File: config.mk
export PLATFORM = sky130hd
export DESIGN_NAME = jstk_spi_slave
export DESIGN_NICKNAME = d
export VERILOG_FILES = /design/src/rtl/jstk_pkg.sv /design/src/rtl/sync_edge.sv /design/src/rtl/jstk_spi_slave.sv
export SDC_FILE = /design/constraint.sdc
export NUM_CORES = 1
export LEC_CHECK = 0
export ABC_AREA = 1
export CORE_MARGIN = 5
export CORE_UTILIZATION = 33
export CTS_CLUSTER_SIZE = 12
export DETAILED_ROUTE_END_ITERATION = 7
export PLACE_DENSITY_LB_ADDON = 0.08
export SETUP_SLACK_MARGIN = 0.3
export SYNTH_ARGS = -nofsm -noshare
export SYNTH_HDL_FRONTEND = slang
export SYNTH_SLANG_ARGS = --single-unit
File: constraint.sdc
create_clock -name clk -period 4.3 [get_ports clk]
set_clock_uncertainty 0.1 [all_clocks]
set_input_delay 0.86 -clock clk [delete_from_list [all_inputs] [get_ports clk]]
set_output_delay 0.86 -clock clk [all_outputs]
set_load 0.05 [all_outputs]
File: src/rtl/jstk_pkg.sv
// Shared definitions for the joystick SPI slave.
//   state_t        : frame FSM states
//   NBYTES_DEFAULT : default frame length in bytes
//   CMD_PREFIX     : command[7:6] value that marks an LED command
//   OFS_*          : bit offsets of the report fields inside the 40-bit shadow
//   build_shadow() : packs x/y/buttons into the 40-bit report image
package jstk_pkg;

  typedef enum logic [1:0] {
    ST_IDLE  = 2'd0,
    ST_LOAD  = 2'd1,
    ST_SHIFT = 2'd2,
    ST_DONE  = 2'd3
  } state_t;

  localparam int         NBYTES_DEFAULT = 5;
  localparam logic [1:0] CMD_PREFIX     = 2'b10;
  localparam int         SHADOW_BITS    = 40;

  localparam int OFS_X_LO = 32;
  localparam int OFS_X_HI = 24;
  localparam int OFS_Y_LO = 16;
  localparam int OFS_Y_HI = 8;
  localparam int OFS_BTN  = 0;

  function automatic logic [SHADOW_BITS-1:0] build_shadow(
    input logic [9:0] x,
    input logic [9:0] y,
    input logic [2:0] btn
  );
    logic [SHADOW_BITS-1:0] s;
    s = '0;
    s[OFS_X_LO +: 8] = x[7:0];
    s[OFS_X_HI +: 2] = x[9:8];
    s[OFS_Y_LO +: 8] = y[7:0];
    s[OFS_Y_HI +: 2] = y[9:8];
    s[OFS_BTN  +: 3] = btn;
    return s;
  endfunction

endpackage

File: src/rtl/sync_edge.sv
// N-flop synchronizer with edge pulses on the synchronized signal.
//   clk, clr_n : system clock, async active-low reset
//   d          : asynchronous input
//   q          : synchronized level
//   rise, fall : one-clk pulses on q transitions
// RST_VAL lets slave-select idle high through reset so no false edge appears.
module sync_edge #(
  parameter int   STAGES  = 2,
  parameter logic RST_VAL = 1'b0
) (
  input  logic clk,
  input  logic clr_n,
  input  logic d,
  output logic q,
  output logic rise,
  output logic fall
);

  logic [STAGES-1:0] chain;
  logic              q_d;

  always_ff @(posedge clk or negedge clr_n) begin
    if (!clr_n) begin
      chain <= {STAGES{RST_VAL}};
      q_d   <= RST_VAL;
    end else begin
      chain[0] <= d;
      for (int i = 1; i < STAGES; i++) chain[i] <= chain[i-1];
      q_d <= chain[STAGES-1];
    end
  end

  assign q    = chain[STAGES-1];
  assign rise = q & ~q_d;
  assign fall = ~q & q_d;

endmodule

File: src/rtl/jstk_spi_slave.sv
// SPI mode-0 slave reporting joystick X/Y/buttons and accepting an LED command.
//   clk, clr_n         : 50 MHz system clock, async active-low reset
//   x_in, y_in, btn_in : values reported in the next frame (latched at frame start)
//   sclk, ss, mosi     : SPI master pins (asynchronous, synchronized here)
//   miso, miso_oe      : slave data and its drive enable
//   led_cmd, cmd_valid : last accepted LED bits and their update pulse
//   busy               : frame in progress
//   frame_err          : pulse when a frame ends with the wrong bit count
//
// state    | meaning
// ---------+--------------------------------------------------------------
// ST_IDLE  | waiting for slave-select fall
// ST_LOAD  | one clk: latch report shadow, drive its first bit
// ST_SHIFT | sclk rise samples mosi, sclk fall advances miso
// ST_DONE  | one clk: judge bit count and command prefix, issue pulses
module jstk_spi_slave
  import jstk_pkg::*;
#(
  parameter int SYNC_STAGES = 2,
  parameter int NBYTES      = NBYTES_DEFAULT
) (
  input  logic       clk,
  input  logic       clr_n,
  input  logic [9:0] x_in,
  input  logic [9:0] y_in,
  input  logic [2:0] btn_in,
  input  logic       sclk,
  input  logic       ss,
  input  logic       mosi,
  output logic       miso,
  output logic       miso_oe,
  output logic [1:0] led_cmd,
  output logic       cmd_valid,
  output logic       busy,
  output logic       frame_err
);

  localparam int         FRAME_BITS = 8 * NBYTES;
  localparam logic [5:0] FRAME_CNT  = 6'(FRAME_BITS);
  // Ignore edges until the synchronizers hold real pin values, so a slave
  // select that stayed low through reset is not mistaken for a new frame.
  localparam int         SETTLE     = SYNC_STAGES + 1;
  localparam int         SW         = $clog2(SETTLE + 1);

  logic sclk_q, sclk_rise, sclk_fall;
  logic ss_q, ss_rise, ss_fall;
  logic mosi_q, mosi_rise, mosi_fall;

  sync_edge #(.STAGES(SYNC_STAGES), .RST_VAL(1'b0)) u_sync_sclk (
    .clk(clk), .clr_n(clr_n), .d(sclk), .q(sclk_q), .rise(sclk_rise), .fall(sclk_fall));
  sync_edge #(.STAGES(SYNC_STAGES), .RST_VAL(1'b1)) u_sync_ss (
    .clk(clk), .clr_n(clr_n), .d(ss), .q(ss_q), .rise(ss_rise), .fall(ss_fall));
  sync_edge #(.STAGES(SYNC_STAGES), .RST_VAL(1'b0)) u_sync_mosi (
    .clk(clk), .clr_n(clr_n), .d(mosi), .q(mosi_q), .rise(mosi_rise), .fall(mosi_fall));

  state_t                state;
  logic [FRAME_BITS-1:0] shadow;
  logic [FRAME_BITS-1:0] load_val;
  logic [7:0]            rx;
  logic [7:0]            rx_next;
  logic [7:0]            cmd;
  logic [5:0]            bit_cnt;
  logic [SW-1:0]         settle_cnt;
  logic                  settled;

  always_comb begin
    load_val = '0;
    load_val[FRAME_BITS-1 -: SHADOW_BITS] = build_shadow(x_in, y_in, btn_in);
  end

  assign rx_next = {rx[6:0], mosi_q};
  assign settled = (settle_cnt == SW'(SETTLE));

  always_ff @(posedge clk or negedge clr_n) begin
    if (!clr_n) begin
      state      <= ST_IDLE;
      shadow     <= '0;
      rx         <= '0;
      cmd        <= '0;
      bit_cnt    <= '0;
      settle_cnt <= '0;
      miso       <= 1'b0;
      miso_oe    <= 1'b0;
      busy       <= 1'b0;
      led_cmd    <= '0;
      cmd_valid  <= 1'b0;
      frame_err  <= 1'b0;
    end else begin
      cmd_valid <= 1'b0;
      frame_err <= 1'b0;
      if (!settled) settle_cnt <= settle_cnt + 1'b1;

      case (state)
        ST_IDLE: begin
          miso <= 1'b0;
          if (ss_fall && settled) begin
            state   <= ST_LOAD;
            busy    <= 1'b1;
            miso_oe <= 1'b1;
          end
        end

        ST_LOAD: begin
          shadow  <= load_val;
          miso    <= load_val[FRAME_BITS-1];
          rx      <= '0;
          cmd     <= '0;
          bit_cnt <= '0;
          state   <= ST_SHIFT;
        end

        ST_SHIFT: begin
          // Slave-select rise has priority over a coincident sclk edge.
          if (ss_rise) begin
            state   <= ST_DONE;
            busy    <= 1'b0;
            miso_oe <= 1'b0;
            miso    <= 1'b0;
          end else if (sclk_rise) begin
            rx <= rx_next;
            if (bit_cnt == 6'd7) cmd <= rx_next;
            if (bit_cnt != 6'd63) bit_cnt <= bit_cnt + 6'd1;
          end else if (sclk_fall) begin
            // Zero fill makes miso read 0 once the report is exhausted.
            shadow <= shadow << 1;
            miso   <= shadow[FRAME_BITS-2];
          end
        end

        ST_DONE: begin
          if (bit_cnt == FRAME_CNT) begin
            if (cmd[7:6] == CMD_PREFIX) begin
              led_cmd   <= cmd[1:0];
              cmd_valid <= 1'b1;
            end
          end else begin
            frame_err <= 1'b1;
          end
          // A slave-select fall arriving during DONE starts the next frame
          // directly instead of being dropped in IDLE.
          if (ss_fall) begin
            state   <= ST_LOAD;
            busy    <= 1'b1;
            miso_oe <= 1'b1;
          end else begin
            state <= ST_IDLE;
          end
        end

        default: state <= ST_IDLE;
      endcase
    end
  end

  logic unused_sigs;
  assign unused_sigs = &{1'b0, sclk_q, ss_q, mosi_rise, mosi_fall, cmd[5:2]};

endmodule

==> results of run 1 <==
==> path summary, 6_finish.rpt <==
| kind | from | to | slack, ns | cells after the start |
|---|---|---|---|---|
| worst max-delay path | state[0]$_DFFE_PN0P_ | shadow[17]$_DFFE_PN0P_ | 1.65 | 7 |
| min in group asynchronous | clr_n | bit_cnt[2]$_DFFE_PN0P_ | 0.55 | 1 |
| max in group asynchronous | clr_n | bit_cnt[4]$_DFFE_PN0P_ | 2.93 | 1 |
| worst min-delay path | u_sync_mosi.chain[0]$_DFF_PN0_ | u_sync_mosi.chain[1]$_DFF_PN0_ | 0.25 | 0 |
| worst max register to register | state[0]$_DFFE_PN0P_ | shadow[17]$_DFFE_PN0P_ | 1.65 | 7 |
| worst min register to register | u_sync_mosi.chain[0]$_DFF_PN0_ | u_sync_mosi.chain[1]$_DFF_PN0_ | 0.25 | 0 |
==> sequential cells by signal (all words and copies together) (netlist names) <==
register,flops
miso,1
led_cmd,2
settle_cnt,2
u_sync_sclk.q_d,1
u_sync_ss.q_d,1
frame_err,1
cmd_valid,1
bit_cnt,6
u_sync_sclk.chain,2
u_sync_mosi.chain,2
busy,1
state,2
shadow,39
cmd,4
rx,7
u_sync_ss.chain,2
==> per-layer routing <==
metal	up-vias	GRT usage (%)	wire [microns]	part of all wire [%]
met5	-	0	0	0
met4	0	5.109	136	2.1
met3	12	3.221	264	4.0
met2	45	17.88	2921	44
met1	1148	14.90	3275	50
li1	1334	-	-	-
==> cell type report <==
| class | instances | area (sq um) | share of cell area [%] |
|---|---|---|---|
| multi-input cells | 274 | 1264 | 31.25 |
| well taps | 133 | 166.4 | 4.115 |
| inverters | 41 | 153.9 | 3.806 |
| repair buffers | 36 | 352.8 | 8.725 |
| clock inverters | 5 | 100.1 | 2.475 |
| flip-flops and latches | 74 | 1856 | 45.88 |
| clock buffers | 11 | 151.4 | 3.744 |
==> synth_stat cells (2+ instances only) <==
library cell / count / area (sq um)
buf_6: 2 / 22.52
nor2_1: 8 / 30.03
buf_4: 2 / 15.01
inv_1: 39 / 146.4
o21ai_1: 9 / 45.04
dfrtp_1: 71 / 1777
inv_2: 2 / 7.510
dfstp_2: 3 / 78.83
nand3_1: 11 / 55.05
clkbuf_1: 8 / 30.03
o21ai_0: 63 / 315.3
ha_1: 9 / 112.6
nand3b_1: 5 / 37.54
buf_2: 6 / 30.03
nand2_1: 161 / 604.3
==> metrics by stage <==
step | power [mW] | hold slack, ns | utilization (%)
detailed placement | 1.901 | 0.2396 | 38.45
finish | 2.535 | 0.2534 | 40.99
global placement | 1.887 | 0.2359 | 38.45
CTS | 2.589 | 0.2535 | 40.99
floorplan | 1.697 | 0.2312 | -
global route | 2.757 | 0.2610 | 40.99
==> logic make-up after synthesis <==
| logic type | synth area share [%] |
|---|---|
| AO/OA/AOI/OAI | 11.43 |
| XOR/XNOR | 0.2599 |
| adder cells (fa/ha/maj) | 3.341 |
| buffers and inverters | 7.461 |
| flip-flops | 55.05 |
| multiplexers | 0.3341 |
| AND/OR/NAND/NOR | 22.12 |
==> power groups by stage <==
| stage | clock [mW] | sequential [mW] | combinational [mW] |
|---|---|---|---|
| final | 0.670 | 0.945 | 0.921 |
| after global routing | 0.722 | 0.966 | 1.07 |
| after CTS | 0.699 | 0.946 | 0.945 |
| after detailed placement | 0 | 0.957 | 0.944 |
| after global placement | 0 | 0.954 | 0.933 |
| after floorplan | 0 | 0.985 | 0.712 |
==> results.md, run 1 <==
- Peak fanout along the critical path: 41
- CP Class: flop to flop
- Final Max Tran Viols: 0
- Root Buffer: clkbuf_8
- Nets: 473
- Status: completed
- Buf+Inv Stages, Crit Path: 2
- Maxcap violations: 0
- Fin area: 4044 sq um
- Mapped Area: 3371 sq um
- Number of setup buffers added after CTS: 0
- #FFs+latches synth: 74
- CTS tree: built
- Logic pwr share: 36.3%
- Layout Area Growth over Synthesis: 19.97%
- I/O Buffers: 34
- Max_slew headroom: 37.44%
- Number of global-route vias before repair: 2487
- Post-Syn Instances: 407
- Initial core utilization: 34.17%
- Placed Instances: 558
- Detailed Route WL: 6.598 mm
- Number of flops mapped to enable cells by yosys: 0
- Filler cell count: 1019
- Initial antenna violation count: 0
- Die Y: 111.1 microns
- Maximum vdd drop: 0.2571 mV
- Worst-path clk slew: 0.08 ns
- Via count: 2539
- I/O pin count: 35
- Hold Buf Count CTS: 0
- P_int: 1.552 mW
- Finished Layout Cells: 574
- HPWL Detailed: 4.430 mm
- Flop pwr share: 37.3%
- Crit path launch type: flop
- Largest net degree at the start of global routing: 75
- Arrival @ worst endpoint: 2.75 ns
- Top FF cell, synth: dfrtp_1
- Register area share after synthesis: 55.05%
- Synth async-reset ratio: 100.0%
- Critical path's top delay family: buffers and inverters
- Post_cts resized: 0
- Top cell by count, worst path: nand2_1
- Crit path cell chain: inv_1 -> ha_1 -> nand2_1 -> nand2_1 -> nand2_2 -> inv_2 -> o21ai_0
- Syn avg cell area: 8.282 sq um
- CP Capture Type: flop
- Fin Setup TNS: 0 ns
- Pre-CTS setup slack: 1.591 ns
- GRT Residual Overflow: 0
- H-tree depth: 3
- Die X: 111.1 microns
- Initial DRC count: 121
- Drt drc: 0
- Worst-Skew Late Latency: 0.35 ns
- Setup-failing EPs final: 0
- Final period utilization: 61.59%
- CP max stage delay: 0.58 ns
- Sink Count: 74
- Core area: 9864 sq um
- First-pass GRT wire length: 11.60 mm
- P_leak: 1.899 nW
- CTS Buf Count: 9
- Routed WL per cell: 11.49 microns
- Synth Net Count: 444
- Rows: 36
- Clock Tree Buf Depth: 2
- HP Class: flop to flop
- Most frequent cells in the layout: nand2_1, dfrtp_1, o21ai_0
- Average vias per placed instance: 4.423
- PwrDens: 627.0 nW/um^2
- Switching power: 0.9831 mW
- Setup ws final: 1.652 ns
- Post-synth cell types: 23
- Final min period: 2.648 ns
- Pre-Repair DR Iteration Count: 4
- Critical Path RT: 4.40 ns
- Worst path slowest cell: inv_2
- Clock Power Share: 26.4%
- Placer Congestion: 0.7576
- Placed cell areas: 3792 sq um
- Final hold viol count: 0
- Fmax: 377.6 MHz
- Commonest non-fill, non-tap cell in the layout: nand2_1
- Ant. Diodes: 0
- Sw Ratio: 38.78%
- All-layer global routing usage: 11.48%
- Share of layout cells above drive strength 1: 6.122%
- Die Area: 12340 sq um
- DRT antenna net count: 0
- Unrepaired setup endpoints after global routing: false
- Worst-margin pin slew: 0.9384 ns
- Synth warnings: 0
No activity file was read; power rests on OpenSTA's default activity.
==> inputs of run 2 (changes only) <==
Clock period 4.3 ns to 2.3 ns, I/O delays scaled along.
==> run 2 against run 1 <==
Net effect:
- the flow now finishes with violations (negative hold slack)
- final area grew 0.77%
- critical endpoint is now busy
- critical path type is now flop to output pin
- final cell count increased by 1.0%
- sequential share of layout area decreased by 0.35 points
- worst setup slack worse by 1.2 ns
- combinational power up 100%
- wire length is 2.6% higher
==> results.md, run 2 (synthesis gave the netlist of run 1 again) <==
- Layout Area Growth over Synthesis: 20.90%
- I/O Buffers: 34
- Peak fanout along the critical path: 3
- Worst-margin pin slew: 0.5524 ns
- P_leak: 1.938 nW
- P_int: 2.733 mW
- Initial core utilization: 34.17%
- Crit path depth: 1
- Final hold slack: -0.0003431 ns
- DRT antenna net count: 0
- Largest register FFs: 39
- Maximum vdd drop: 0.4573 mV
- CP max stage delay: 0.55 ns
- Pre-Repair DR Iteration Count: 4
- Clock Power Share: 22.3%
- Number of setup buffers added after CTS: 0
- Core area: 9864 sq um
- Worst path slowest cell: dlygate4sd2_1
- CP Capture Type: output pin
- Sink Count: 74
- Initial DRC count: 77
- Critical path's top delay family: buffers and inverters
- Detailed Route WL: 6.772 mm
- Final period utilization: 80.45%
- Final Max Tran Viols: 0
- Crit path launch type: flop
- HP Class: primary input to asynchronous set/reset pin
- Initial antenna violation count: 0
- Switching power: 1.902 mW
- Clock Tree Buf Depth: 2
- Routed WL per cell: 11.68 microns
- Reg with most FFs: shadow
- Share of layout cells above drive strength 1: 8.054%
- Buf+Inv Stages, Crit Path: 1
- Die Area: 12340 sq um
- CTS tree: built
- Post_cts resized: 10
- HPWL Detailed: 4.733 mm
- GRT Residual Overflow: 0
- Largest net degree at the start of global routing: 43
- Logic pwr share: 39.7%
- Failing checks: negative hold slack
- Fin Setup TNS: 0 ns
- Biggest regs: shadow x39, rx x7, bit_cnt x6
- Arrival @ worst endpoint: 1.29 ns
- Via count: 2552
- All-layer global routing usage: 11.74%
- Worst-Skew Late Latency: 0.34 ns
- H-tree depth: 3
- Maxcap violations: 0
- Setup-failing EPs final: 0
- Sw Ratio: 41.04%
- Flop pwr share: 38.1%
- Ant. Diodes: 0
- PwrDens: 1137 nW/um^2
- Commonest non-fill, non-tap cell in the layout: nand2_1
- Critical Path RT: 1.74 ns
- Drt drc: 0
- Nets: 479
- Fin util: 41.31%
- Unrepaired setup endpoints after global routing: false
- Rows: 36
- First-pass GRT wire length: 12.02 mm
- Number of global-route vias before repair: 2548
- Most frequent cells in the layout: nand2_1, dfrtp_1, o21ai_0
- Worst-path clk slew: 0.08 ns
- Final min period: 1.850 ns
- I/O pin count: 35
- Fmax: 540.4 MHz
- Reg2Reg Depth: 7
- CP Class: flop to output pin
- Die X: 111.1 microns
- Root Buffer: clkbuf_8
- Die Y: 111.1 microns
- Status: complete, but fails checks
- Max_slew headroom: 63.18%
- Average vias per placed instance: 4.400
- Placer Congestion: 0.8147
- Final hold viol count: 1
- CTS Buf Count: 9
- Hold Buf Count CTS: 0
- Crit path cell chain: dlygate4sd2_1
[run 2: cell count changes in the layout (fill, tap and decap cells not counted), sizes merged]
cell / previous run / this run
buf: 3 / 9
bufinv: 3 / 1
clkbuf: 11 / 10
clkdlybuf4s50: 33 / 26
clkinvlp: 0 / 2
dlygate4sd2: 0 / 7
inv: 41 / 42
[run 2: path summary, 6_finish.rpt]
kind,start,endpoint,slack (ns)
min in group clk,u_sync_mosi.chain[0]$_DFF_PN0_,u_sync_mosi.chain[1]$_DFF_PN0_,0.24
worst min register to register,u_sync_mosi.chain[0]$_DFF_PN0_,u_sync_mosi.chain[1]$_DFF_PN0_,0.24
worst max-delay path,busy$_DFFE_PN0P_,busy,0.45
worst min-delay path,clr_n,settle_cnt[0]$_DFFE_PN0N_,-0.0003
max in group asynchronous,clr_n,shadow[32]$_DFFE_PN0P_,1.53
worst max register to register,state[0]$_DFFE_PN0P_,bit_cnt[5]$_DFFE_PN0P_,0.50
[run 2: final cells by class]
class                      count  area (sq um)
clock inverter                 6         63.81
inverter                      41         156.4
sequential                    74          1856
multi-input combinational    274          1290
clock buffer                  10         137.6
fill                        1022          5789
timing repair buffer          42         405.4
tap                          133         166.4
[run 2: stage by stage]
| step | area (sq um) | std cells | power [mW] | setup WS, ns |
|---|---|---|---|---|
| after floorplan | 3371 | 407 | 3.173 | 0.6583 |
| after global placement | 3850 | 564 | 3.594 | 0.2260 |
| after detailed placement | 3850 | 564 | 3.614 | 0.1709 |
| after CTS | 4059 | 580 | 4.678 | 0.3565 |
| after global routing | 4075 | 580 | 5.064 | 0.3450 |
| final | 4075 | 580 | 4.635 | 0.4496 |
[run 2: metal layers]
metal / GRT usage, % / wire [microns] / up-vias
li1: - / - / 1344
met1: 15.22 / 3364 / 1167
met2: 18.65 / 3079 / 34
met3: 3.384 / 243 / 7
met4: 4.380 / 85 / 0
met5: 0 / 0 / -
[run 2: power by group through the flow]
stage          clock network (mW)  registers [mW]  logic [mW]
5_1_grt                      1.12            1.81        2.14
4_1_cts                      1.07            1.76        1.84
6_report                     1.03            1.76        1.84
3_5_place_dp                    0            1.79        1.83
3_3_place_gp                    0            1.79        1.81
2_1_floorplan                   0            1.84        1.33
==> inputs of run 3 (changes only) <==
Clock period 2.3 ns to 1.8 ns, I/O delays scaled along.
==> run 3 against run 2 <==
Net effect:
- the run now ends clean
- wire length up 16%
- worst hold slack better by 0.25 ns
- die area unchanged
- critical endpoint is now shadow[11]$_DFFE_PN0P_
- largest power group unchanged
==> results.md, run 3 (synthesis gave the netlist of run 1 again) <==
- Status: completed
- Final period utilization: 88.38%
- Die X: 111.1 microns
- Die Y: 111.1 microns
- HPWL Detailed: 4.777 mm
- HP Class: flop to flop
- Final Max Tran Viols: 0
- Sink Count: 74
- Most frequent cells in the layout: nand2_1, dfrtp_1, o21ai_0
- Rows: 36
- GRT Residual Overflow: 0
- Initial DRC count: 109
- Average vias per placed instance: 4.495
- PwrDens: 1673 nW/um^2
- Max_slew headroom: 71.73%
- Reg with most FFs: shadow
- Via count: 2715
- Critical Path RT: 1.97 ns
- Worst-Skew Late Latency: 0.34 ns
- Crit path cell chain: inv_2 -> ha_4 -> buf_6 -> nand2_2 -> nand2_4 -> buf_12 -> clkbuf_16 -> nand2_1 -> o21ai_1
- DRT antenna net count: 0
- Placer Congestion: 0.7495
- CTS tree: built
- Layout Area Growth over Synthesis: 36.15%
- CP max stage delay: 0.42 ns
- WHS Path Cells: 0
- Hold path startpoint: u_sync_sclk.chain[0]$_DFF_PN0_
- Worst-margin pin slew: 0.4240 ns
- Crit path launch type: flop
- Largest net degree at the start of global routing: 41
- Clock Tree Buf Depth: 2
- Maxcap violations: 0
- Detailed Route WL: 7.825 mm
- I/O Buffers: 34
- CP Capture Type: flop
- Ant. Diodes: 0
- Final min period: 1.591 ns
- Endpoint of the worst hold path: u_sync_sclk.chain[1]$_DFF_PN0_
- Filler cell count: 960
- Initial core utilization: 34.17%
- Final hold viol count: 0
- R2R setup slack: 0.21 ns
- Worst path slowest cell: dfrtp_1
- Core area: 9864 sq um
- Worst r2r dst: shadow[11]$_DFFE_PN0P_
- Unrepaired setup endpoints after global routing: true
- Reg2Reg Depth: 9
- Fmax: 628.6 MHz
- Fin Setup TNS: 0 ns
- First-pass GRT wire length: 13.03 mm
- Biggest regs: shadow x39, rx x7, bit_cnt x6
- Nets: 503
- Register area: 1857 sq um
- Worst r2r src: state[0]$_DFFE_PN0P_
- Largest register FFs: 39
- Root Buffer: clkbuf_8
- H-tree depth: 3
- Setup-failing EPs final: 0
- Critical path's top delay family: buffers and inverters
- Number of global-route vias before repair: 2687
- Crit path from: state[0]$_DFFE_PN0P_
- I/O pin count: 35
- Drt drc: 0
- Share of layout cells above drive strength 1: 19.32%
- Final hold slack: 0.2518 ns
- All-layer global routing usage: 12.80%
- CP Class: flop to flop
- Arrival @ worst endpoint: 1.76 ns
- Maximum vdd drop: 0.7645 mV
- Peak fanout along the critical path: 8
- Die Area: 12340 sq um
- Buf+Inv Stages, Crit Path: 4
- Commonest non-fill, non-tap cell in the layout: nand2_1
- Initial antenna violation count: 0
- CTS Buf Count: 9
- Routed WL per cell: 12.96 microns
- Multi-input gate area: 1379 sq um
- Worst-path clk slew: 0.08 ns
- Pre-Repair DR Iteration Count: 4
- P_leak: 2.146 nW
-- run 3: cell type report --
type,count,area share [%]
Tap cell,133,3.626
Clock inverter,7,2.045
Sequential cell,74,40.46
Timing Repair Buffer,66,17.56
Inverter,41,3.571
Multi-Input combinational cell,274,30.04
Clock buffer,9,2.699
-- run 3: stage by stage --
step	instance area (sq um)	utilization [%]	instances	setup WS [ns]	total power, mW
3_5_place_dp	3905	39.59	565	0.07990	4.827
5_1_grt	4589	46.52	604	0.1311	8.263
3_3_place_gp	3905	39.59	565	0.1576	4.803
2_1_floorplan	3412	-	407	0.2774	4.176
4_1_cts	4348	44.08	595	0.2429	6.965
6_report	4589	46.52	604	0.2092	7.679
-- run 3: timing repair --
action | CTS | global route
endpoints found under the hold margin | 24 | 0
pin swaps | 3 | 6
gates resized for setup | 23 | 37
endpoints found under the setup margin | 56 | 60
cloned | 3 | 8
hold buffers | 1 | 0
setup buffers | 10 | 1
-- run 3: worst max-delay path by stage --
stage / cells past startpoint / to / slack [ns]
CTS: 9 / shadow[6]$_DFFE_PN0P_ / 0.24
global route: 8 / shadow[29]$_DFFE_PN0P_ / 0.13
global placement: 7 / bit_cnt[5]$_DFFE_PN0P_ / 0.16
floorplan: 11 / shadow[1]$_DFFE_PN0P_ / 0.28
finish: 9 / shadow[11]$_DFFE_PN0P_ / 0.21
detailed placement: 6 / bit_cnt[3]$_DFFE_PN0P_ / 0.08
-- run 3: layer usage --
metal	global-route usage (%)	vias to the layer above	part of all wire (%)
met4	4.217	0	0.93
li1	-	1400	-
met2	19.22	41	44
met1	18.08	1268	51
met3	3.221	6	3.7
met5	0	-	0
-- run 3: worst reg2reg max path: cells and delay by family, from the launching register on --
family / cells / cell delay, ns
AOI/OAI and AO/OA: 1 / 0.06
adders and majority gates: 1 / 0.18
buffers and inverters: 4 / 0.55
and+or+nand+nor: 3 / 0.21
DFF: 1 / 0.42
-- run 3: report_power, final --
part	total (mW)	switching (mW)	internal [mW]	leakage [nW]
Combinational	3.99	2.10	1.89	1.08
Sequential	2.27	0.200	2.07	0.957
Clock	1.42	0.644	0.778	0.105
